File: src/rtl/xosera_host_bus_pkg.sv
// Shared types and constants for the Xosera host bus initiator.
package xv;

  localparam int unsigned HB_CNT_W  = 4;
  localparam int unsigned HB_REG_W  = 4;
  localparam int unsigned HB_BYTE_W = 8;
  localparam int unsigned HB_DATA_W = 16;

  typedef enum logic [1:0] {
    IDLE,
    SETUP,
    STROBE,
    HOLD
  } hb_state_t;

  localparam logic [1:0] HB_EVEN = 2'b10;
  localparam logic [1:0] HB_ODD  = 2'b01;

  typedef struct packed {
    logic                 rd_nwr;
    logic [HB_REG_W-1:0]  reg_num;
    logic [1:0]           bytes;
    logic [HB_DATA_W-1:0] data;
  } hb_req_t;

  // Selects the byte of a 16-bit word presented on the bus; even byte is [15:8].
  function automatic logic [HB_BYTE_W-1:0] hb_byte(input logic [HB_DATA_W-1:0] word,
                                                    input logic                 odd);
    return odd ? word[7:0] : word[15:8];
  endfunction

endpackage

File: src/rtl/xosera_host_bus_if.sv
// Host-side request/response channel of the Xosera bus initiator.
interface xosera_host_bus_if;

  logic                     req_valid_i;
  logic                     req_ready_o;
  logic                     req_rd_nwr_i;
  logic [xv::HB_REG_W-1:0]  req_reg_num_i;
  logic [1:0]               req_bytes_i;
  logic [xv::HB_DATA_W-1:0] req_data_i;
  logic                     rsp_valid_o;
  logic [xv::HB_DATA_W-1:0] rsp_data_o;

  modport master (
    output req_valid_i, req_rd_nwr_i, req_reg_num_i, req_bytes_i, req_data_i,
    input  req_ready_o, rsp_valid_o, rsp_data_o
  );

  modport slave (
    input  req_valid_i, req_rd_nwr_i, req_reg_num_i, req_bytes_i, req_data_i,
    output req_ready_o, rsp_valid_o, rsp_data_o
  );

endinterface

File: src/rtl/xosera_host_bus_intr_sync.sv
// Two-flop synchroniser for bus_intr with a one-cycle rising-edge pulse.
module intr_sync (
  input  logic clk,
  input  logic rst_n,
  input  logic intr_i,
  output logic pulse_o
);

  logic s1_q, s1_d;
  logic s2_q, s2_d;
  logic s3_q, s3_d;
  logic pulse_q, pulse_d;

  always_comb begin
    s1_d    = intr_i;
    s2_d    = s1_q;
    s3_d    = s2_q;
    pulse_d = s2_q & ~s3_q;
  end

  always_ff @(posedge clk or negedge rst_n) begin
    if (!rst_n) begin
      s1_q    <= 1'b0;
      s2_q    <= 1'b0;
      s3_q    <= 1'b0;
      pulse_q <= 1'b0;
    end else begin
      s1_q    <= s1_d;
      s2_q    <= s2_d;
      s3_q    <= s3_d;
      pulse_q <= pulse_d;
    end
  end

  assign pulse_o = pulse_q;

endmodule

File: src/rtl/xosera_host_bus.sv
// Xosera 8-bit register bus initiator: splits 16-bit requests into timed byte strobes.
module xosera_host_bus
  import xv::*;
#(
  parameter int unsigned SETUP_CYCLES  = 1,
  parameter int unsigned STROBE_CYCLES = 2,
  parameter int unsigned HOLD_CYCLES   = 1
) (
  input  logic                 clk,
  input  logic                 reset_n_i,
  xosera_host_bus_if.slave     host,
  output logic                 bus_cs_n_o,
  output logic                 bus_rd_nwr_o,
  output logic [HB_REG_W-1:0]  bus_reg_num_o,
  output logic                 bus_bytesel_o,
  output logic [HB_BYTE_W-1:0] bus_data_o,
  output logic                 bus_data_oe_o,
  input  logic [HB_BYTE_W-1:0] bus_data_i,
  input  logic                 bus_intr_i,
  output logic                 intr_o
);

  localparam logic [HB_CNT_W-1:0] SETUP_LOAD  = HB_CNT_W'(SETUP_CYCLES - 1);
  localparam logic [HB_CNT_W-1:0] STROBE_LOAD = HB_CNT_W'(STROBE_CYCLES - 1);
  localparam logic [HB_CNT_W-1:0] HOLD_LOAD   = HB_CNT_W'(HOLD_CYCLES - 1);

  hb_state_t            state_q, state_d;
  logic [HB_CNT_W-1:0]  cnt_q, cnt_d;
  hb_req_t              req_q, req_d;
  logic [HB_DATA_W-1:0] acc_q, acc_d;
  logic                 cs_n_q, cs_n_d;
  logic                 rd_nwr_q, rd_nwr_d;
  logic [HB_REG_W-1:0]  reg_num_q, reg_num_d;
  logic                 bytesel_q, bytesel_d;
  logic [HB_BYTE_W-1:0] data_q, data_d;
  logic                 oe_q, oe_d;
  logic                 ready_q, ready_d;
  logic                 rsp_valid_q, rsp_valid_d;
  logic [HB_DATA_W-1:0] rsp_data_q, rsp_data_d;

  // Bus outputs are computed from the next state so they line up with the phase.
  always_comb begin
    state_d     = state_q;
    cnt_d       = cnt_q;
    req_d       = req_q;
    acc_d       = acc_q;
    cs_n_d      = 1'b1;
    rd_nwr_d    = rd_nwr_q;
    reg_num_d   = reg_num_q;
    bytesel_d   = bytesel_q;
    data_d      = data_q;
    oe_d        = oe_q;
    rsp_valid_d = 1'b0;
    rsp_data_d  = rsp_data_q;

    unique case (state_q)
      IDLE: begin
        if (host.req_valid_i) begin
          req_d.rd_nwr  = host.req_rd_nwr_i;
          req_d.reg_num = host.req_reg_num_i;
          req_d.bytes   = host.req_bytes_i;
          req_d.data    = host.req_data_i;
          acc_d         = '0;
          if (host.req_bytes_i == 2'b00) begin
            rsp_valid_d = 1'b1;
            rsp_data_d  = '0;
          end else begin
            state_d   = SETUP;
            cnt_d     = SETUP_LOAD;
            rd_nwr_d  = host.req_rd_nwr_i;
            reg_num_d = host.req_reg_num_i;
            bytesel_d = ~|(host.req_bytes_i & HB_EVEN);
            oe_d      = ~host.req_rd_nwr_i;
            if (!host.req_rd_nwr_i) begin
              data_d = hb_byte(host.req_data_i, ~|(host.req_bytes_i & HB_EVEN));
            end
          end
        end
      end

      SETUP: begin
        if (cnt_q == '0) begin
          state_d = STROBE;
          cnt_d   = STROBE_LOAD;
          cs_n_d  = 1'b0;
        end else begin
          cnt_d = cnt_q - 1'b1;
        end
      end

      STROBE: begin
        if (cnt_q == '0) begin
          state_d = HOLD;
          cnt_d   = HOLD_LOAD;
          if (req_q.rd_nwr) begin
            if (bytesel_q) acc_d[7:0]  = bus_data_i;
            else           acc_d[15:8] = bus_data_i;
          end
        end else begin
          cnt_d  = cnt_q - 1'b1;
          cs_n_d = 1'b0;
        end
      end

      HOLD: begin
        if (cnt_q == '0) begin
          if (!bytesel_q && |(req_q.bytes & HB_ODD)) begin
            state_d   = SETUP;
            cnt_d     = SETUP_LOAD;
            bytesel_d = 1'b1;
            if (!req_q.rd_nwr) data_d = hb_byte(req_q.data, 1'b1);
          end else begin
            state_d     = IDLE;
            oe_d        = 1'b0;
            rsp_valid_d = 1'b1;
            rsp_data_d  = acc_q;
          end
        end else begin
          cnt_d = cnt_q - 1'b1;
        end
      end
    endcase

    ready_d = (state_d == IDLE);
  end

  always_ff @(posedge clk or negedge reset_n_i) begin
    if (!reset_n_i) begin
      state_q     <= IDLE;
      cnt_q       <= '0;
      req_q       <= '0;
      acc_q       <= '0;
      cs_n_q      <= 1'b1;
      rd_nwr_q    <= 1'b1;
      reg_num_q   <= '0;
      bytesel_q   <= 1'b0;
      data_q      <= '0;
      oe_q        <= 1'b0;
      ready_q     <= 1'b1;
      rsp_valid_q <= 1'b0;
      rsp_data_q  <= '0;
    end else begin
      state_q     <= state_d;
      cnt_q       <= cnt_d;
      req_q       <= req_d;
      acc_q       <= acc_d;
      cs_n_q      <= cs_n_d;
      rd_nwr_q    <= rd_nwr_d;
      reg_num_q   <= reg_num_d;
      bytesel_q   <= bytesel_d;
      data_q      <= data_d;
      oe_q        <= oe_d;
      ready_q     <= ready_d;
      rsp_valid_q <= rsp_valid_d;
      rsp_data_q  <= rsp_data_d;
    end
  end

  intr_sync u_intr_sync (
    .clk     (clk),
    .rst_n   (reset_n_i),
    .intr_i  (bus_intr_i),
    .pulse_o (intr_o)
  );

  assign bus_cs_n_o       = cs_n_q;
  assign bus_rd_nwr_o     = rd_nwr_q;
  assign bus_reg_num_o    = reg_num_q;
  assign bus_bytesel_o    = bytesel_q;
  assign bus_data_o       = data_q;
  assign bus_data_oe_o    = oe_q;
  assign host.req_ready_o = ready_q;
  assign host.rsp_valid_o = rsp_valid_q;
  assign host.rsp_data_o  = rsp_data_q;

endmodule

File: src/flat_wrapper.sv
// flat-port wrapper written by rule: the top's interface ports become plain ports
module xosera_host_bus_flat import xv::*;
#(
  parameter int unsigned SETUP_CYCLES  = 1,
  parameter int unsigned STROBE_CYCLES = 2,
  parameter int unsigned HOLD_CYCLES   = 1
)
  (clk, reset_n_i, bus_cs_n_o, bus_rd_nwr_o, bus_reg_num_o, bus_bytesel_o, bus_data_o, bus_data_oe_o, bus_data_i, bus_intr_i, intr_o, host_req_valid_i, host_req_rd_nwr_i, host_req_reg_num_i, host_req_bytes_i, host_req_data_i, host_req_ready_o, host_rsp_valid_o, host_rsp_data_o);
  xosera_host_bus_if host_i ();
  input  logic clk;
  input  logic reset_n_i;
  output logic bus_cs_n_o;
  output logic bus_rd_nwr_o;
  output logic [HB_REG_W-1:0] bus_reg_num_o;
  output logic bus_bytesel_o;
  output logic [HB_BYTE_W-1:0] bus_data_o;
  output logic bus_data_oe_o;
  input  logic [HB_BYTE_W-1:0] bus_data_i;
  input  logic bus_intr_i;
  output logic intr_o;
  input wire logic [$bits(host_i.req_valid_i)-1:0] host_req_valid_i;
  input wire logic [$bits(host_i.req_rd_nwr_i)-1:0] host_req_rd_nwr_i;
  input wire logic [$bits(host_i.req_reg_num_i)-1:0] host_req_reg_num_i;
  input wire logic [$bits(host_i.req_bytes_i)-1:0] host_req_bytes_i;
  input wire logic [$bits(host_i.req_data_i)-1:0] host_req_data_i;
  output wire logic [$bits(host_i.req_ready_o)-1:0] host_req_ready_o;
  output wire logic [$bits(host_i.rsp_valid_o)-1:0] host_rsp_valid_o;
  output wire logic [$bits(host_i.rsp_data_o)-1:0] host_rsp_data_o;
  assign host_i.req_valid_i = host_req_valid_i;
  assign host_i.req_rd_nwr_i = host_req_rd_nwr_i;
  assign host_i.req_reg_num_i = host_req_reg_num_i;
  assign host_i.req_bytes_i = host_req_bytes_i;
  assign host_i.req_data_i = host_req_data_i;
  assign host_req_ready_o = host_i.req_ready_o;
  assign host_rsp_valid_o = host_i.rsp_valid_o;
  assign host_rsp_data_o = host_i.rsp_data_o;
  xosera_host_bus #(.SETUP_CYCLES(SETUP_CYCLES), .STROBE_CYCLES(STROBE_CYCLES), .HOLD_CYCLES(HOLD_CYCLES)) u_core (.clk(clk), .reset_n_i(reset_n_i), .host(host_i), .bus_cs_n_o(bus_cs_n_o), .bus_rd_nwr_o(bus_rd_nwr_o), .bus_reg_num_o(bus_reg_num_o), .bus_bytesel_o(bus_bytesel_o), .bus_data_o(bus_data_o), .bus_data_oe_o(bus_data_oe_o), .bus_data_i(bus_data_i), .bus_intr_i(bus_intr_i), .intr_o(intr_o));
endmodule
File: config.mk
export PLATFORM = sky130hd
export DESIGN_NAME = xosera_host_bus_flat
export DESIGN_NICKNAME = d
export VERILOG_FILES = /design/src/rtl/xosera_host_bus_pkg.sv /design/src/rtl/xosera_host_bus_if.sv /design/src/rtl/xosera_host_bus_intr_sync.sv /design/src/rtl/xosera_host_bus.sv /design/src/flat_wrapper.sv
export SDC_FILE = /design/constraint.sdc
export NUM_CORES = 1
export LEC_CHECK = 0
export ABC_AREA = 1
export CAP_MARGIN = 0
export CORE_MARGIN = 1
export CORE_UTILIZATION = 46
export CTS_BUF_LIST = sky130_fd_sc_hd__clkbuf_4 sky130_fd_sc_hd__clkbuf_8 sky130_fd_sc_hd__clkbuf_16
export CTS_CLUSTER_DIAMETER = 50
export DETAILED_ROUTE_END_ITERATION = 7
export PLACE_DENSITY = 0.76
export SYNTH_ARGS = -nofsm -noshare
export SYNTH_HDL_FRONTEND = slang
export SYNTH_SLANG_ARGS = --single-unit
File: constraint.sdc
create_clock -name clk -period 1.7 [get_ports clk]
set_input_delay 0.51 -clock clk [delete_from_list [all_inputs] [get_ports clk]]
set_output_delay 0.51 -clock clk [all_outputs]
set_load 0.02 [all_outputs]
# After elaboration in Yosys (flattened, before gate mapping)
# Index checks and enable logic that the tools add are counted.
[totals] out_inout_bits=35 input_bits=35 register_bits=70 wordCells=110
[classes] n_bitwise=4 n_eq_ne=16 n_reduce_logical=18 add_sub_neg=1 n_mux=51
[ops] operator="$mux W16" count=7
[ops] operator="$mux W8" count=9
[ops] operator="$pmux W16 S2" count=2
[ops] operator="$reduce_and A5 Y1" count=5
[ops] operator="$mux W4" count=6
[ops] operator="$pmux W4 S4" count=1
[ops] operator="$pmux W8 S2" count=1
[ops] operator="$mux W1" count=15
[ops] operator="$ne A2 B1 Y1 const B" count=6
[ops] operator="$ne A2 B2 Y1 const B" count=6
[ops] operator="$mux W2" count=5
[ops] operator="$pmux W1 S2" count=4
[ops] operator="$pmux W2 S4" count=1
[ops] operator="$reduce_and A7 Y1" count=1
[ops] operator="$logic_not A2 Y1" count=3
[ops] operator="$reduce_and A3 Y1" count=2
[ops] operator="$eq A2 B2 Y1 const B" count=2
[ops] operator="$logic_not A4 Y1" count=1
[ops] operator="$reduce_bool A2 Y1" count=2
[ops] operator="$sub A4 B1 Y4 const B" count=1
[ops] operator="$ne A3 B3 Y1 const B" count=1
[ops] operator="$not A1 Y1" count=3
[ops] operator="$eq A2 B1 Y1 const B" count=1
[ops] operator="$logic_not A1 Y1" count=2
[ops] operator="other kinds (3)" count=3

# Logic depth before layout (Yosys ltp)
[depth] word_depth=6 ltp_mapped=10 mapped_depth_nobuf=9

# Modules after synthesis
# A second synthesis with hierarchy kept.
[unflattened] cells_unflattened=354 area_unflattened_um2=3243.1
[by_module_without_submodules] module="xosera_host_bus" seq_area_each_um2=1655.3 n_inst=1 cells_each=348 area_each_um2=3133.0
[by_module_without_submodules] module="intr_sync" seq_area_each_um2=100.1 n_inst=1 cells_each=6 area_each_um2=110.1

# Least setup slack after synthesis
# OpenSTA, ideal clock, no wires.
[synth_timing] path_kind="reg2reg" startpoint="reg u_core.state_q[1]" endpoint="reg u_core.acc_q[0]" stages_incl_launch_ff=10 required_ns=1.583 path_buffers=1 path_slack_ns=0.127 setup_time_ns=0.117 arrival_time_ns=1.456 period_less_slack_ns=1.573 path_cell_list="dfrtp_1 > inv_1 > ha_1 > nand2_1 > buf_4 > o21ai_1 > inv_2 > nand3_2 > nand2_1 > nand2_1"
[synth_via] elab_chain_cells=3 word_cells_on_any_way=9 cone_classes="eq/ne (5); mux (1); reduce/logical (3)"
[synth_lines] item="from (decl)" line_no="xosera_host_bus.sv:27" source="hb_state_t state_q, state_d;"
[synth_lines] item="from (signal assigned)" line_no="xosera_host_bus.sv:143" source="state_q <= state_d;"
[synth_lines] item="$eq A2 B2 Y1 / $logic_not A2 Y1 (equally long branches)" line_no="xosera_host_bus.sv:56" source="unique case (state_q)"
[synth_lines] item="$ne A2 B1 Y1 (no line) (tied with other cells)"
[synth_lines] item="$reduce_and A5 Y1 (no line)"
[synth_lines] item="to (signal assigned)" line_no="xosera_host_bus.sv:132" source="acc_q <= '0;"
[synth_lines] item="to (signal assigned)" line_no="xosera_host_bus.sv:146" source="acc_q <= acc_d;"
[synth_lines] item="to (decl)" line_no="xosera_host_bus.sv:30" source="logic [HB_DATA_W-1:0] acc_q, acc_d;"
# Several ways; a longest one is shown, not always the timed one.
# A chain may end at the register's enable or synchronous reset.

# Worst setup path in the final report
[layout_timing] startpoint="reg u_core.cs_n_q, in the netlist u_core.bus_cs_n_o" endpoint="out bus_cs_n_o"
[layout_rtl] item="from (decl)" line_no="xosera_host_bus.sv:31" source="logic cs_n_q, cs_n_d;"
[layout_rtl] item="from (signal assigned)" line_no="xosera_host_bus.sv:147" source="cs_n_q <= cs_n_d;"
[layout_rtl] item="to (decl)" line_no="flat_wrapper.sv:12" source="output logic bus_cs_n_o;"
# No word-level cell between the ends.

==> results.py <==
metrics = {
    "status": {
        "status": "complete, no violations",
    },
    "sta": {
        "max_freq_mhz": 601,
        "period_share_pct": 97.8,
        "relSlewSlack_pct": 73.3,
        "rsz0062_at_grt": "true",
        "fin_skew_ns": 0.00622,
        "worst_pin_slew_ns": 0.400,
        "fin_crit_ns": 1.66,
        "finalHoldViolCount": 0,
        "finalSetupViolCount": 0,
        "holdWs_ns": 0.164,
        "drv_slew": 0,
    },
    "logic_synthesis": {
        "synth_seq_area_share_pct": 53.6,
        "ys_ff_latch": 70,
        "syn_nets": 427,
        "avgSynthCellArea_um2": 8.48,
        "yosysWarnings": 0,
        "synthDistinctLibCells": 28,
        "synth_area_um2": 3270,
        "synthesis.instances": 386,
    },
    "layout": {
        "mostFrequentLayoutCells": "nand2_1, dfrtp_1, clkdlybuf4s50_1",
        "num_antenna_cells": 0,
        "drive_gt1_share_pct": 16.0,
        "syn_to_final_growth_pct": 35.0,
        "num-nets-final": 518,
        "fin_util_pct": 64.7,
        "n_fill_cell": 593,
        "stdcell_area_um2": 4420,
        "final_common_cell": "nand2_1",
    },
    "routing": {
        "finalWirelength_mm": 7.21,
        "vias": 2840,
        "via_per_inst": 4.91,
        "ant_nets": 0,
        "post_drt_wl_per_cell_um": 12.5,
        "firstDrtPassIters": 4,
        "drc": 0,
        "drtIter0Drc": 155,
    },
    "place": {
        "dp_hpwl_mm": 5.15,
        "numPortBuffers": 69,
        "gp_congestion": 0.922,
        "placed_area_um2": 4200,
    },
    "clocking": {
        "cts_tree": "yes",
        "numCtsBuffers": 9,
        "cts_setup_buffers": 0,
        "htree_levels": 3,
        "clock_path_buffers": 2,
        "cts.sinks": 70,
        "clockRootBuffer": "clkbuf_8",
        "clkTransAtPathRegs_ns": 0.07,
        "clkLatencyLatePin_ns": 0.35,
    },
    "power": {
        "p_leak_nw": 2.37,
        "power_density_nw_per_um2": 1690,
        "total_power_mw": 7.48,
        "ir_drop_uv": 875,
    },
    "critical_path": {
        "start_kind": "flip-flop",
        "path_delay_family": "flip-flops",
        "critPathRequiredTime_ns": 1.19,
        "endpoint_kind": "output port",
        "cp_num_buf_inv": 1,
        "slowest_delay_ns": 0.52,
        "cp_max_fo": 1,
        "worstPathCellList": "clkdlybuf4s15_1",
        "crit_slowest_cell": "dfstp_2",
        "critical_path_arrival_ns": 1.15,
        "crit_type": "flip-flop to output port",
    },
    "worst_hold_path": {
        "hold_path_class": "input port to async pin",
    },
    "global_routing": {
        "grt_pass1_wl_mm": 12.1,
        "gr-total-overflow": 0,
        "grt_start_max_net_pins": 71,
        "grtUsageTotal_pct": 21.2,
        "antenna_found_initial": 0,
        "grt_pass1_vias": 2692,
    },
    "floorplan": {
        "row_count": 30,
        "coreArea_um2": 6830,
        "io_pins": 70,
        "die_area_um2": 7460,
        "fp.dieH_um": 86.4,
        "initial_core_util_pct": 47.9,
        "die_x_um": 86.4,
    },
    "run": {
        "maxCapViolations": 0,
    },
}
-- worst paths after layout --
| kind | startpoint | to | slack, ns | cells after the start |
|---|---|---|---|---|
| worst max-delay path | u_core.bus_cs_n_o$_DFF_PN1_ | bus_cs_n_o | 0.04 | 1 |
| worst min-delay path | reset_n_i | u_core.host.rsp_data_o[4]$_DFFE_PN0P_ | 0.16 | 2 |
| worst max register to register | u_core.state_q[0]$_DFF_PN0_ | u_core.acc_q[0]$_DFFE_PN0P_ | 0.06 | 9 |
| worst min register to register | u_core.u_intr_sync.s1_q$_DFF_PN0_ | u_core.u_intr_sync.s2_q$_DFF_PN0_ | 0.35 | 0 |
| max in group asynchronous | reset_n_i | u_core.bus_rd_nwr_o$_DFFE_PN1P_ | 1.21 | 2 |
| min in group clk | u_core.u_intr_sync.s1_q$_DFF_PN0_ | u_core.u_intr_sync.s2_q$_DFF_PN0_ | 0.35 | 0 |
-- synthesized netlist by cell type --
cell type	number	area share, %
nor2_4	3	1.0
a21oi_1	5	0.76
nand3_1	21	3.2
dfrtp_1	67	51
nor3_1	1	0.15
nand3b_2	1	0.34
o21ai_4	1	0.50
dfstp_2	3	2.4
nand2_2	3	0.57
o22ai_1	2	0.38
nor2_1	14	1.6
nand3_2	2	0.61
buf_4	4	0.92
nand4_1	17	3.2
xor2_1	1	0.27
nor2_2	4	0.76
mux2_2	5	1.7
nand2_1	168	19
o21ai_2	5	1.3
ha_1	6	2.3
o21ai_1	1	0.15
a31oi_1	6	1.1
inv_2	4	0.46
buf_2	5	0.76
clkbuf_1	1	0.11
inv_1	25	2.9
buf_6	1	0.34
o21ai_0	10	1.5
-- kinds of logic (layout without fill, tap and decap cells) --
| family | Yosys count | in the layout | synth area share [%] |
|---|---|---|---|
| DFF | 70 | 70 | 53.6 |
| muxes | 5 | 5 | 1.72 |
| xor gates and xnor gates | 1 | 1 | 0.268 |
| AOI/OAI and AO/OA | 30 | 30 | 5.81 |
| adders and majority gates | 6 | 6 | 2.29 |
| buffers and inverters | 40 | 136 | 5.47 |
| and+or+nand+nor | 234 | 234 | 30.8 |
-- what timing repair did --
action,in CTS,in global routing
hold buffers,0,0
pin swaps,0,1
endpoints found under the setup margin,36,41
gates resized for setup,40,10
-- where the power goes --
group	total (mW)	internal (mW)	switching, mW	leakage, nW
Clock	1.48	0.830	0.655	0.106
Sequential	2.58	2.26	0.319	0.908
Combinational	3.42	1.29	2.13	1.36
Total	7.48	4.37	3.11	2.37
-- worst reg2reg max path, stage by stage (launching register included) --
cell and delay, ns:
dfrtp_1 0.41, inv_1 0.12, ha_2 0.26, nand2_2 0.10, buf_4 0.16, o21ai_1 0.09
inv_2 0.08, buf_4 0.16, nand4_1 0.10, nand2_1 0.06
-- registers in the layout, summed over array words and instances (netlist names) --
signal / count
u_core.acc_q: 16
u_core.state_q: 2
u_core.u_intr_sync.pulse_o: 1
u_core.cnt_q: 4
u_core.bus_reg_num_o: 4
u_core.bus_cs_n_o: 1
u_core.u_intr_sync.s1_q: 1
u_core.bus_data_oe_o: 1
u_core.u_intr_sync.s3_q: 1
u_core.u_intr_sync.s2_q: 1
u_core.host.rsp_valid_o: 1
u_core.bus_data_o: 8
u_core.host.rsp_data_o: 16
u_core.bus_bytesel_o: 1
u_core.req_q: 10
u_core.bus_rd_nwr_o: 1
u_core.host.req_ready_o: 1
-- through the flow --
stage | instances | TNS [ns] | setup slack, ns
after detailed placement | 562 | -8.29 | -0.239
after global routing | 578 | -0.0655 | -0.0189
after global placement | 562 | -7.08 | -0.209
after CTS | 578 | 0 | 0.00320
final | 578 | 0 | 0.0371
after floorplan | 386 | 0 | 0.127
-- layer usage --
metal | share of wire (%) | GRT usage [%] | vias to the layer above
met5 | 0 | 0 | -
met4 | 1.9 | 7.12 | 0
met3 | 6.0 | 6.48 | 12
met2 | 47 | 34.8 | 92
met1 | 45 | 26.7 | 1313
li1 | - | - | 1423
-- final cells by class --
cell class / instances / area (um2) / share of cell area, %
Multi-Input combinational cell: 276 / 1380 / 31.2
Clock inverter: 7 / 97.6 / 2.21
Tap cell: 96 / 120 / 2.72
Timing Repair Buffer: 91 / 836 / 18.9
Sequential cell: 70 / 1760 / 39.7
Inverter: 29 / 109 / 2.46
Clock buffer: 9 / 124 / 2.80
(Power assumes the default switching activity.)
